**config.mk**
```make
export PLATFORM = sky130hd
export DESIGN_NAME = vram_access_scheduler
export DESIGN_NICKNAME = d
export VERILOG_FILES = /design/src/rtl/vram_access_scheduler.sv
export SDC_FILE = /design/constraint.sdc
export NUM_CORES = 1
export LEC_CHECK = 0
export BUFFER_PORTS_ARGS = -buffer_cell sky130_fd_sc_hd__clkbuf_2
export CORE_UTILIZATION = 49
export DETAILED_ROUTE_END_ITERATION = 12
export HOLD_SLACK_MARGIN = 0.12
export PLACE_DENSITY_LB_ADDON = 0.2
export SETUP_SLACK_MARGIN = 0.4
export SLEW_MARGIN = 15
export SYNTH_ARGS = -nofsm -noshare
export SYNTH_HDL_FRONTEND = slang
export SYNTH_SLANG_ARGS = --single-unit
```
**constraint.sdc**
```tcl
create_clock -name clkPixel -period 10.1 [get_ports clkPixel]
set_input_delay 0 -clock clkPixel [delete_from_list [all_inputs] [get_ports clkPixel]]
set_output_delay 0 -clock clkPixel [all_outputs]
set_load 0.05 [all_outputs]
```
**src/rtl/vram_access_scheduler.sv**
```systemverilog
// Single-port VRAM arbiter: pixel fetches own the port during active video, CPU accesses fill idle slots.
// Build option: define VRAM_CPU_ACTIVE_EN to let CPU accesses use idle slots during active video too.
module vram_access_scheduler #(
    parameter int unsigned ADDR_W = 14,
    parameter int unsigned DATA_W = 32
) (
    input  logic              clkPixel,
    input  logic              reset,
    input  logic              blank,
    input  logic              frameDrawn,
    input  logic              fetch_req,
    input  logic [ADDR_W-1:0] fetch_addr,
    output logic              fetch_valid,
    input  logic              cpu_req,
    input  logic              cpu_we,
    input  logic [ADDR_W-1:0] cpu_addr,
    input  logic [DATA_W-1:0] cpu_wdata,
    output logic              cpu_ack,
    output logic [DATA_W-1:0] cpu_rdata,
    output logic [ADDR_W-1:0] vram_addr,
    output logic              vram_we,
    output logic [DATA_W-1:0] vram_d,
    input  logic [DATA_W-1:0] vram_q,
    output logic              frame_irq,
    input  logic              irq_clr
);

    typedef enum logic [2:0] {
        IDLE,
        FETCH,
        CPU_RD,
        CPU_WR,
        CPU_DONE
    } state_t;

    state_t            r_state;
    state_t            w_state_next;
    logic [ADDR_W-1:0] r_addr;
    logic [ADDR_W-1:0] w_addr;
    logic [DATA_W-1:0] r_wdata;
    logic [DATA_W-1:0] r_rdata;
    logic              r_frame_d;
    logic              r_frame_irq;
    logic              w_fetch_go;
    logic              w_cpu_go;
    logic              w_cpu_slot;

`ifdef VRAM_CPU_ACTIVE_EN
    assign w_cpu_slot = blank | ~fetch_req;
`else
    assign w_cpu_slot = blank;
`endif

    // State register
    always_ff @(posedge clkPixel or posedge reset) begin
        if (reset) begin
            r_state <= IDLE;
        end else begin
            r_state <= w_state_next;
        end
    end

    // Next-state and grant decode; a fetch always beats a CPU request
    always_comb begin
        w_state_next = r_state;
        w_fetch_go   = 1'b0;
        w_cpu_go     = 1'b0;
        case (r_state)
            IDLE: begin
                if (fetch_req && !blank) begin
                    w_fetch_go   = 1'b1;
                    w_state_next = FETCH;
                end else if (cpu_req && w_cpu_slot) begin
                    w_cpu_go     = 1'b1;
                    w_state_next = cpu_we ? CPU_WR : CPU_RD;
                end
            end
            FETCH: begin
                if (fetch_req && !blank) begin
                    w_fetch_go   = 1'b1;
                    w_state_next = FETCH;
                end else begin
                    w_state_next = IDLE;
                end
            end
            CPU_RD:   w_state_next = CPU_DONE;
            CPU_WR:   w_state_next = CPU_DONE;
            CPU_DONE: w_state_next = IDLE;
            default:  w_state_next = IDLE;
        endcase
    end

    // Address goes out in the grant cycle so read data lands one cycle later
    always_comb begin
        w_addr = r_addr;
        if (reset) begin
            w_addr = '0;
        end else if (w_fetch_go) begin
            w_addr = fetch_addr;
        end else if (w_cpu_go) begin
            w_addr = cpu_addr;
        end
    end

    // Latched CPU transaction, captured read data and frame interrupt
    always_ff @(posedge clkPixel or posedge reset) begin
        if (reset) begin
            r_addr      <= '0;
            r_wdata     <= '0;
            r_rdata     <= '0;
            r_frame_d   <= 1'b0;
            r_frame_irq <= 1'b0;
        end else begin
            r_addr    <= w_addr;
            r_frame_d <= frameDrawn;
            if (w_cpu_go) begin
                r_wdata <= cpu_wdata;
            end
            if (r_state == CPU_RD) begin
                r_rdata <= vram_q;
            end
            if (frameDrawn && !r_frame_d) begin
                r_frame_irq <= 1'b1;
            end else if (irq_clr) begin
                r_frame_irq <= 1'b0;
            end
        end
    end

    assign vram_addr   = w_addr;
    assign vram_we     = (r_state == CPU_WR);
    assign vram_d      = r_wdata;
    assign fetch_valid = (r_state == FETCH);
    assign cpu_ack     = (r_state == CPU_DONE);
    assign cpu_rdata   = r_rdata;
    assign frame_irq   = r_frame_irq;

endmodule

```
Word level (Yosys, flattened, before mapping):

Cells that the tools add are included.

* equality and inequality tests: 5
* muxes and demuxes: 15
* reductions and logical operators: 9

Operators by type and width (number)
* 2-to-1 mux 14 bit: 3
* 2-to-1 mux 1 bit: 9
* case mux 3 bit (3 select lines): 1
* equality test 3 x 2 -> 1 bit, second input constant: 2
* 2-to-1 mux 3 bit: 2
* OR reduction 2 bit: 2
* equality test 3 x 1 -> 1 bit, second input constant: 1
* equality test 3 bit, second input constant: 1
* logical AND 1 bit: 3
* zero test 3 bit: 1
* inequality test 3 bit, second input constant: 1
* zero test 1 bit: 2
* nonzero test 2 bit: 1

* register bits: 83
* input port bits: 100
* word-level logic and storage cells: 35

Logic depth before layout (Yosys ltp):

Gate-level depths: netlist (run 1).

* depth in word-level cells: 7
* depth in mapped cells: 5
* depth with buffers taken out: 3

Worst setup path before layout (run 1):

OpenSTA, ideal clock, no wires.

* kind: input port to flip-flop
* from: input port reset
* to: register r_addr[10]
* arrival: 4.327 ns
* setup slack: 5.518 ns
* stages: 4
* path buffers: 1
* path through: inv_1 -> clkbuf_1 -> o21ai_0 -> a211oi_1

* word-level cells in the longest chain between the ends: 1

Ends and longest elaborated chain
* start, declared: RTL line 8 `input logic reset,`
* 2-to-1 mux 14 bit: RTL line 96 `if (reset) begin`
* via vram_addr[10]: RTL line 20 `output logic [ADDR_W-1:0] vram_addr,`
* end signal, assigned: RTL line 114 `r_addr <= w_addr;`
* end, declared: RTL line 38 `logic [ADDR_W-1:0] r_addr;`

The timed path passes the listed nets, and every way through them passes these cells.
A chain may end at the register's enable or synchronous reset.

Worst setup path in the final report (run 1):

* from: register r_state[1]
* to: output port vram_addr[12]

* word-level cells in the longest chain between the ends: 5

Ends and longest elaborated chain
* start, declared: RTL line 36 `state_t r_state;`
* start signal, assigned: RTL line 59 `r_state <= w_state_next;`
* equality test 3 x 1 -> 1 bit or zero test 3 bit (tied branches): RTL line 68 `case (r_state)`
* OR reduction 2 bit (no source line) or 2-to-1 mux 1 bit (tied branches)
* 2-to-1 mux 1 bit or 2-to-1 mux 14 bit (tied branches)
* 2-to-1 mux 14 bit (*): RTL line 98 `end else if (w_fetch_go) begin`
* 2-to-1 mux 14 bit (*): RTL line 96
* end, declared: RTL line 20

Mark *: on every way between the ends. The rest lies on a longest branch, timed or not.

==> impl_metrics.toml, run 1 <==
[route]
routedWlPerCell_um = 16.7
route.detailed.drc = 0
firstDrtPassIters = 4
drtIter0Drc = 79
drt-total-wl_um = 10300
vias_per_cell = 5.00
antenna_left = 0
vias = 3069

[synth]
yosys.area.top_type = "dfrtp_1"
synth.most_common_cell = "dfrtp_1"
seq_area_frac_synth_pct = 57.4
synthCells = 236
avgSynthCellArea_sq_um = 15.3
syn_nets = 336
synth_async_sr_flop_share_pct = 100
synth_commonest_cells = "dfrtp_1, mux2_4, o21ai_0"
synth-edff-count = 0
synth_cell_type_count = 26
yosysWarnings = 0
synthTopCellsByArea = "dfrtp_1, mux2_4, a211oi_1"
netlist_area_sq_mm = 0.00362
synth_top_flop_cell = "dfrtp_1"
synth.ff_latch_count = 83
yosysTopAreaCellShare_pct = 57.4

[flow_run]
drv_cap = 0

[cells_and_area]
antenna_cells = 0
drive_gt1_share_pct = 51.9
nets = 613
fin_util_pct = 81.7
area_growth_syn_to_layout_pct = 56.9
fill_cells = 397

[worst_setup_path]
path_max_fanout = 14
critPathKind = "reg -> out"
worstPathArrival_ps = 2750
crit_required_ps = 10100
start_kind = "register"
crit_path_end_kind = "primary output"

[global_routing]
grt_pass1_vias = 3223
antenna_found_initial = 0
grtUsageTotal_pct = 26.9
grt_pass1_wl_um = 15400
grt_max_degree = 55
grt_overflow_total = 0

[power]
p_total_mw = 1.33
switchingPower_mw = 0.606
peakVddDrop_uv = 140
combPwrFrac_pct = 47.7
p_leak_nw = 2.94
p_per_area_mw_per_mm2 = 235
sw_frac_of_total_pct = 45.4
clkPwrFrac_pct = 16.8
internal_power_mw = 0.728
power_frac_seq_pct = 35.6

[min_path]
hp-class = "in -> async"

[timing]
setup_viol = 0
drv_slew = 0
relSlewSlack_pct = 34.2
worstMarginPinSlew_ps = 987
timing.setup.tns_ps = 0
hold_viol = 0
fin_crit_ps = 2750
rsz0062_at_grt = "false"
min_period_over_period_pct = 27.2
skew_ps = 6.09
clock.fmax_mhz = 364

[floorplan]
coreArea_sq_mm = 0.00694
initial_utilization_pct = 52.1
row_count = 30
die_w_um = 87.9
num_io_pins = 182
die-height_um = 87.9
die-area_sq_mm = 0.00773

[clock_tree]
root_buffer = "clkbuf_8"
clockBufferDepth = 2
htreeDepth = 3
post_cts_resized = 0
clkLatencyLatePin_ps = 350
cts_buffers = 9
clkTransAtPathRegs_ps = 80
cts_tree = "yes"
clock-sinks = 83

[placed_design]
dp_hpwl_um = 5590
gp_congestion = 0.759
io_buffers = 181

[run_status]
status = "finished, final reports clean"
registers in the layout (all words and copies together) (netlist names):
| name | cells |
|---|---|
| cpu_rdata | 32 |
| frame_irq | 1 |
| r_addr | 14 |
| r_frame_d | 1 |
| r_state | 3 |
| vram_d | 32 |
layer usage:
metal  up-vias  track usage (%)  part of all wire [%]
li1       1403                -                     -
met1      1491             29.6                    39
met2       152             49.1                    52
met3        23             6.22                   7.4
met4         0             11.9                   2.2
met5         -                0                     0
cell families (layout without fill, tap and decap cells):
| group | count (synthesis) | count (layout) | share of synthesized area, % |
|---|---|---|---|
| flip-flops | 83 | 83 | 57.4 |
| multiplexers | 64 | 64 | 25.8 |
| AND/OR/NAND/NOR | 36 | 36 | 6.57 |
| AO/OA/AOI/OAI | 34 | 34 | 5.71 |
| buffers and inverters | 19 | 301 | 4.46 |
critical path, cell delays in order, from the launching register on:
cell           delay [ps]
dfrtp_1               500
nor4b_4               750
a31oi_1                60
dlygate4sd3_1         590
a21oi_1               180
clkbuf_2              310
power by group through the flow:
stage | logic, mW | clock network [mW] | registers (mW)
floorplan | 0.178 | 0 | 0.756
global placement | 0.591 | 0 | 0.469
detailed placement | 0.595 | 0 | 0.474
CTS | 0.632 | 0.226 | 0.468
global route | 0.663 | 0.241 | 0.482
finish | 0.636 | 0.223 | 0.474
metrics by stage:
stage               setup slack [ps]  instances  instance area (sq um)  hold WS [ps]
finish                          7350        614                   5680           256
global route                    7180        614                   5680           327
CTS                             7310        614                   5680           266
detailed placement              7920        500                   4510          88.8
global placement                8010        500                   4510          82.5
floorplan                       5520        236                   3620          31.4
path summary, 6_finish.rpt:
kind / startpoint / to / slack (ps) / depth (start not counted)
min in group clkPixel: frameDrawn / r_frame_d / 350 / 2
hold reg to reg: r_frame_d / frame_irq / 450 / 1
setup reg to reg: r_state[1] / r_addr[12] / 7370 / 5
max in group asynchronous: reset / cpu_rdata[21] / 8750 / 4
hold / removal: reset / r_addr[3] / 260 / 3
setup / recovery: r_state[1] / vram_addr[12] / 7350 / 5
layout by cell type, fill, tap and decap left out, drive strengths merged, types with 4 or more instances in the layout:
cell type      n
clkbuf       191
dlygate4sd3   98
dfrtp         83
mux2          64
o21ai         16
a211oi        13
nor2          12
nor3          12
inv            6
clkinv         4
final cells by class:
class	instances	area, sq um	share of cell area [%]
clock inverter	6	47.5	0.838
timing repair buffer	280	1890	33.4
inverter	5	20.0	0.353
multi-input combinational	134	1380	24.3
tap	96	120	2.12
clock buffer	10	138	2.42
sequential	83	2080	36.6
what timing repair did:
action                                  in CTS  in global routing
endpoints found under the hold margin      113                  0
setup buffers                                0                  0
endpoints found under the setup margin       0                  0
hold buffers                                98                  0
Note: power is estimated with default switching activity, not from simulation.
==> run 2: changes to the inputs <==
--- a/config.mk
+++ b/config.mk
@@ -6,7 +6,7 @@
 export NUM_CORES = 1
 export LEC_CHECK = 0
 export BUFFER_PORTS_ARGS = -buffer_cell sky130_fd_sc_hd__clkbuf_2
-export CORE_UTILIZATION = 49
+export CORE_UTILIZATION = 46
 export DETAILED_ROUTE_END_ITERATION = 12
 export HOLD_SLACK_MARGIN = 0.12
 export PLACE_DENSITY_LB_ADDON = 0.2
==> constraint.sdc (replaced) <==
create_clock -name clkPixel -period 2.7 [get_ports clkPixel]
set_input_delay 0 -clock clkPixel [delete_from_list [all_inputs] [get_ports clkPixel]]
set_output_delay 0 -clock clkPixel [all_outputs]
set_load 0.05 [all_outputs]
==> impl_metrics.toml, run 2 (synthesized netlist as in run 1, its figures left out) <==
[floorplan]
initial_utilization_pct = 48.8
num_io_pins = 182
coreArea_sq_mm = 0.00741
die_w_um = 90.7
die-area_sq_mm = 0.00822
die-height_um = 90.7
row_count = 31

[timing]
relSlewSlack_pct = 65.6
fin_crit_ps = 2250
hold_viol = 0
timing.setup.tns_ps = 0
min_period_over_period_pct = 83.3
fin_worst_hold_slack_ps = 157
fin_ws_ps = 450
clock.fmax_mhz = 444
drv_slew = 0
setup_viol = 0
rsz0062_at_grt = "true"
skew_ps = 8.19
worstMarginPinSlew_ps = 515

[global_routing]
grt_pass1_vias = 3267
grt_overflow_total = 0
grtUsageTotal_pct = 25.5
grt_pass1_wl_um = 16500
grt_max_degree = 39
antenna_found_initial = 0

[route]
route.detailed.drc = 0
routedWlPerCell_um = 16.1
antenna_left = 0
vias_per_cell = 4.89
drtIter0Drc = 67
vias = 3047
drt-total-wl_um = 10000
firstDrtPassIters = 4

[run_status]
status = "finished, final reports clean"

[power]
combPwrFrac_pct = 46.5
clkPwrFrac_pct = 19.3
p_total_mw = 5.16
peakVddDrop_uv = 467
p_leak_nw = 3.00
switchingPower_mw = 2.26
internal_power_mw = 2.90
sw_frac_of_total_pct = 43.8
power_frac_seq_pct = 34.2
p_per_area_mw_per_mm2 = 881

[cells_and_area]
multiInputGateArea_sq_mm = 0.00145
fill_cells = 437
regArea_sq_mm = 0.00208
antenna_cells = 0
nets = 619
final_common_cell = "clkbuf_2"
mostFrequentLayoutCells = "clkbuf_2, dlygate4sd3_1, dfrtp_1"
instances_no_fill = 623
fin_area_sq_mm = 0.00586
area_growth_syn_to_layout_pct = 62.1
fin_util_pct = 79.1
drive_gt1_share_pct = 55.0

[flow_run]
drv_cap = 0

[clock_tree]
cts_buffers = 9
clkLatencyLatePin_ps = 350
root_buffer = "clkbuf_8"
cts_tree = "yes"
clock-sinks = 83
clkTransAtPathRegs_ps = 90
htreeDepth = 3
clockBufferDepth = 2

[placed_design]
place_area_sq_mm = 0.00460
pre_cts_slack_ps = 610
post-place-cells = 506
io_buffers = 181
dp_hpwl_um = 5750
gp_congestion = 0.786

[worst_setup_path]
path_buf_inv = 1
path_cells = "or4b_4 > nor3_1 > a211oi_2 > dlygate4sd3_1"
slowest_delay_ps = 680
critPathSlowestCell = "or4b_4"
crit_required_ps = 2930
path_max_fanout = 14
start_kind = "register"
crit_path_end_kind = "register"
worstPathArrival_ps = 2480
critPathKind = "reg -> reg"
cp_top_family = "simple AND/OR/NAND/NOR gates"

[min_path]
hp-class = "in -> async"
[run 2: cell types whose count changed in the layout (fill, tap and decap cells not counted), sizes merged]
| cell | before | now |
|---|---|---|
| buf | 1 | 7 |
| bufinv | 0 | 2 |
| clkbuf | 191 | 190 |
| clkinv | 4 | 2 |
| inv | 6 | 7 |
[run 2: repair_timing]
| action | 4_1_cts | 5_1_grt |
|---|---|---|
| hold buffers | 98 | 0 |
| setup endpoints to repair | 12 | 10 |
| setup buffers | 3 | 0 |
| resized for setup | 2 | 4 |
| pin swaps | 2 | 0 |
| hold endpoints to repair | 164 | 0 |
[run 2: cell type report]
class                      count  area share (%)
tap                           99            2.11
sequential                    83            35.4
multi-input combinational    134            24.8
clock inverter                 7            1.69
inverter                       5           0.341
timing repair buffer         286            33.5
clock buffer                   9            2.11
[run 2: path summary, 6_finish.rpt]
| check | from | endpoint | slack, ps | cells past startpoint |
|---|---|---|---|---|
| worst min-delay path | reset | r_addr[4] | 160 | 3 |
| worst min register to register | r_frame_d | frame_irq | 460 | 1 |
| min in group clkPixel | blank | r_state[1] | 290 | 3 |
| worst max-delay path | r_state[1] | r_addr[7] | 450 | 4 |
| worst max register to register | r_state[1] | r_addr[7] | 450 | 4 |
| max in group asynchronous | reset | cpu_rdata[29] | 1750 | 4 |
[run 2: worst min-delay path, delay by kind of cell]
family   cells  cell delay, ps
buf+inv      3             920
[run 2: metal layers]
metal	track usage [%]	wire length, um	vias to the layer above
met5	0	0	-
met4	9.01	145	0
met3	5.13	670	13
met2	42.7	4990	139
met1	32.9	4200	1486
li1	-	-	1409
[run 2: power groups by stage]
stage          Combinational, mW  Sequential [mW]  Clock (mW)
5_1_grt                     2.50             1.80        1.07
2_1_floorplan              0.682             2.83           0
6_report                    2.40             1.77       0.994
3_3_place_gp                2.22             1.75           0
3_5_place_dp                2.24             1.77           0
4_1_cts                     2.38             1.75        1.02
==> run 3: changes to the inputs <==
--- a/config.mk
+++ b/config.mk
@@ -5,8 +5,9 @@
 export SDC_FILE = /design/constraint.sdc
 export NUM_CORES = 1
 export LEC_CHECK = 0
+export ABC_AREA = 1
 export BUFFER_PORTS_ARGS = -buffer_cell sky130_fd_sc_hd__clkbuf_2
-export CORE_UTILIZATION = 46
+export CORE_UTILIZATION = 45
 export DETAILED_ROUTE_END_ITERATION = 12
 export HOLD_SLACK_MARGIN = 0.12
 export PLACE_DENSITY_LB_ADDON = 0.2
==> constraint.sdc (replaced) <==
create_clock -name clkPixel -period 2.25 [get_ports clkPixel]
set_input_delay 0 -clock clkPixel [delete_from_list [all_inputs] [get_ports clkPixel]]
set_output_delay 0 -clock clkPixel [all_outputs]
set_load 0.05 [all_outputs]
==> impl_metrics.toml, run 3 <==
[worst_setup_path]
crit_required_ps = 2490
reg2regPathDepth = 6
start_kind = "register"
critPathSlowestCell = "dlygate4sd3_1"
path_max_fanout = 16
cp_top_family = "buffers and inverters"
slowest_delay_ps = 570
critPathKind = "reg -> reg"
worstPathArrival_ps = 2130
path_buf_inv = 3
crit_path_end_kind = "register"
path_cells = "nor2_4 > buf_6 > nand3_1 > o21ai_0 > dlygate4sd3_1 > inv_1"
worst-path-stages = 6

[timing]
rsz0062_at_grt = "true"
timing.setup.tns_ps = 0
fin_crit_ps = 1890
drv_slew = 0
worstMarginPinSlew_ps = 567
relSlewSlack_pct = 62.2
skew_ps = 5.34
hold_viol = 0
clock.fmax_mhz = 530
min_period_over_period_pct = 83.8
setup_viol = 0
fin_ws_ps = 363

[synth]
synthSimpleGateAreaFrac_pct = 31.0
synth.ff_latch_count = 83
yosysWarnings = 0
synth.most_common_cell = "nand2_1"
yosysTopAreaCellShare_pct = 58.7
synthXorXnorAreaFrac_pct = 0
synth-edff-count = 0
synthTopCellsByArea = "dfrtp_1, nand2_1, nand3_1"
synth_async_sr_flop_share_pct = 100
synthAdderAreaFrac_pct = 0
synth_top_family_by_area = "simple AND/OR/NAND/NOR gates"
synthMuxAreaShare_pct = 0
seq_area_frac_synth_pct = 58.7
netlist_area_sq_mm = 0.00354
yosys.area.top_type = "dfrtp_1"
synth_top_flop_cell = "dfrtp_1"
synthCells = 422
synth_commonest_cells = "nand2_1, dfrtp_1, nand3_1"
synth_compound_area_share_pct = 2.30
synth_cell_type_count = 18
syn_nets = 522
avgSynthCellArea_sq_um = 8.38

[global_routing]
grt_overflow_total = 0
grt-busiest-layer = "met2"
antenna_found_initial = 0
grt_use_met3_pct = 5.22
grt_pass1_wl_um = 18600
grtUsageTotal_pct = 28.7
met2_usage_pct = 52.5
grt_max_degree = 47
grt_pass1_vias = 3917
grt_use_met1_pct = 32.8

[clock_tree]
clkLatencyLatePin_ps = 340
clkTransAtPathRegs_ps = 90
htreeDepth = 3
clock-sinks = 83
root_buffer = "clkbuf_8"
cts_tree = "yes"
cts_buffers = 9
clockBufferDepth = 2

[power]
p_per_area_mw_per_mm2 = 1190
p_leak_nw = 3.45
peakVddDrop_uv = 761

[route]
route.detailed.drc = 0
drtIter0Drc = 188
routedWlPerCell_um = 15.8
vias_per_cell = 5.06
drt-total-wl_um = 12800
antenna_left = 0
vias = 4110
firstDrtPassIters = 5

[cells_and_area]
area_growth_syn_to_layout_pct = 69.7
drive_gt1_share_pct = 33.5
mostFrequentLayoutCells = "nand2_1, clkbuf_2, dlygate4sd3_1"
instances_no_fill = 813
final_common_cell = "nand2_1"
nets = 808
fill_cells = 444

[floorplan]
die-height_um = 90.7
num_io_pins = 182
initial_utilization_pct = 47.8
row_count = 31
die_w_um = 90.7
coreArea_sq_mm = 0.00741
die-area_sq_mm = 0.00822

[min_path]
min_path_cells = 6
hp-class = "in -> reg"

[run_status]
status = "finished, final reports clean"

[flow_run]
drv_cap = 0

[placed_design]
post-place-cells = 686
pre_cts_slack_ps = 571
dp_hpwl_um = 6300
io_buffers = 181
gp_congestion = 0.793
[run 3: final cells by class]
type	count	area [sq um]	share of cell area, %
repair buffers	299	2210	36.9
flip-flops and latches	83	2080	34.6
well taps	99	124	2.06
multi-input cells	278	1230	20.5
inverters	37	143	2.38
diodes	1	2.50	0.0417
clock buffers	10	138	2.29
clock inverters	6	73.8	1.23
[run 3: stage by stage]
step / power, mW / instance area (sq um) / hold WS, ps / utilization, %
after floorplan: 4.85 / 3540 / 31.4 / -
after global placement: 5.63 / 4510 / -54.3 / 60.8
after detailed placement: 5.70 / 4510 / -53.2 / 60.8
after CTS: 6.96 / 5740 / 194 / 77.4
after global routing: 7.47 / 6000 / 226 / 81.0
final: 7.15 / 6000 / 207 / 81.0
[run 3: cells by family (layout without fill, tap and decap cells)]
| family | count (synthesis) | in the layout |
|---|---|---|
| other | 0 | 1 |
| buffers and inverters | 62 | 352 |
| DFF | 83 | 83 |
| and+or+nand+nor | 261 | 262 |
| AOI/OAI and AO/OA | 16 | 16 |
[run 3: final timing paths]
check / startpoint / end / slack (ps)
worst max register to register: r_state[2] / r_state[0] / 360
min in group asynchronous: reset / cpu_rdata[27] / 490
worst min register to register: r_frame_d / frame_irq / 470
max in group asynchronous: reset / r_addr[12] / 1090
worst min-delay path: blank / r_addr[8] / 210
worst max-delay path: r_state[2] / r_state[0] / 360
[run 3: worst min-delay path, stage by stage]
cell	delay [ps]
clkbuf_2	100
nor2_1	100
nand2_2	120
nand3_1	80
nand2_1	70
inv_2	40
[run 3: layer usage]
layer  routed length (um)  vias up  share of wire, %
li1                     -     1889                 -
met1                 4660     1916                36
met2                 6700      255                52
met3                  981       50               7.6
met4                  496        0               3.9
met5                    0        -                 0
[run 3: power by group]
group / switching (mW) / internal, mW
clock network: 0.573 / 0.555
logic: 2.81 / 0.891
registers: 0.307 / 2.02
total: 3.69 / 3.46
[run 3: repair_timing]
action	4_1_cts	5_1_grt
buffers inserted	0	7
hold endpoints to repair	164	0
resized for setup	10	69
endpoints found under the setup margin	14	15
hold buffers	99	0
pin swaps	0	6
gates cloned	0	4
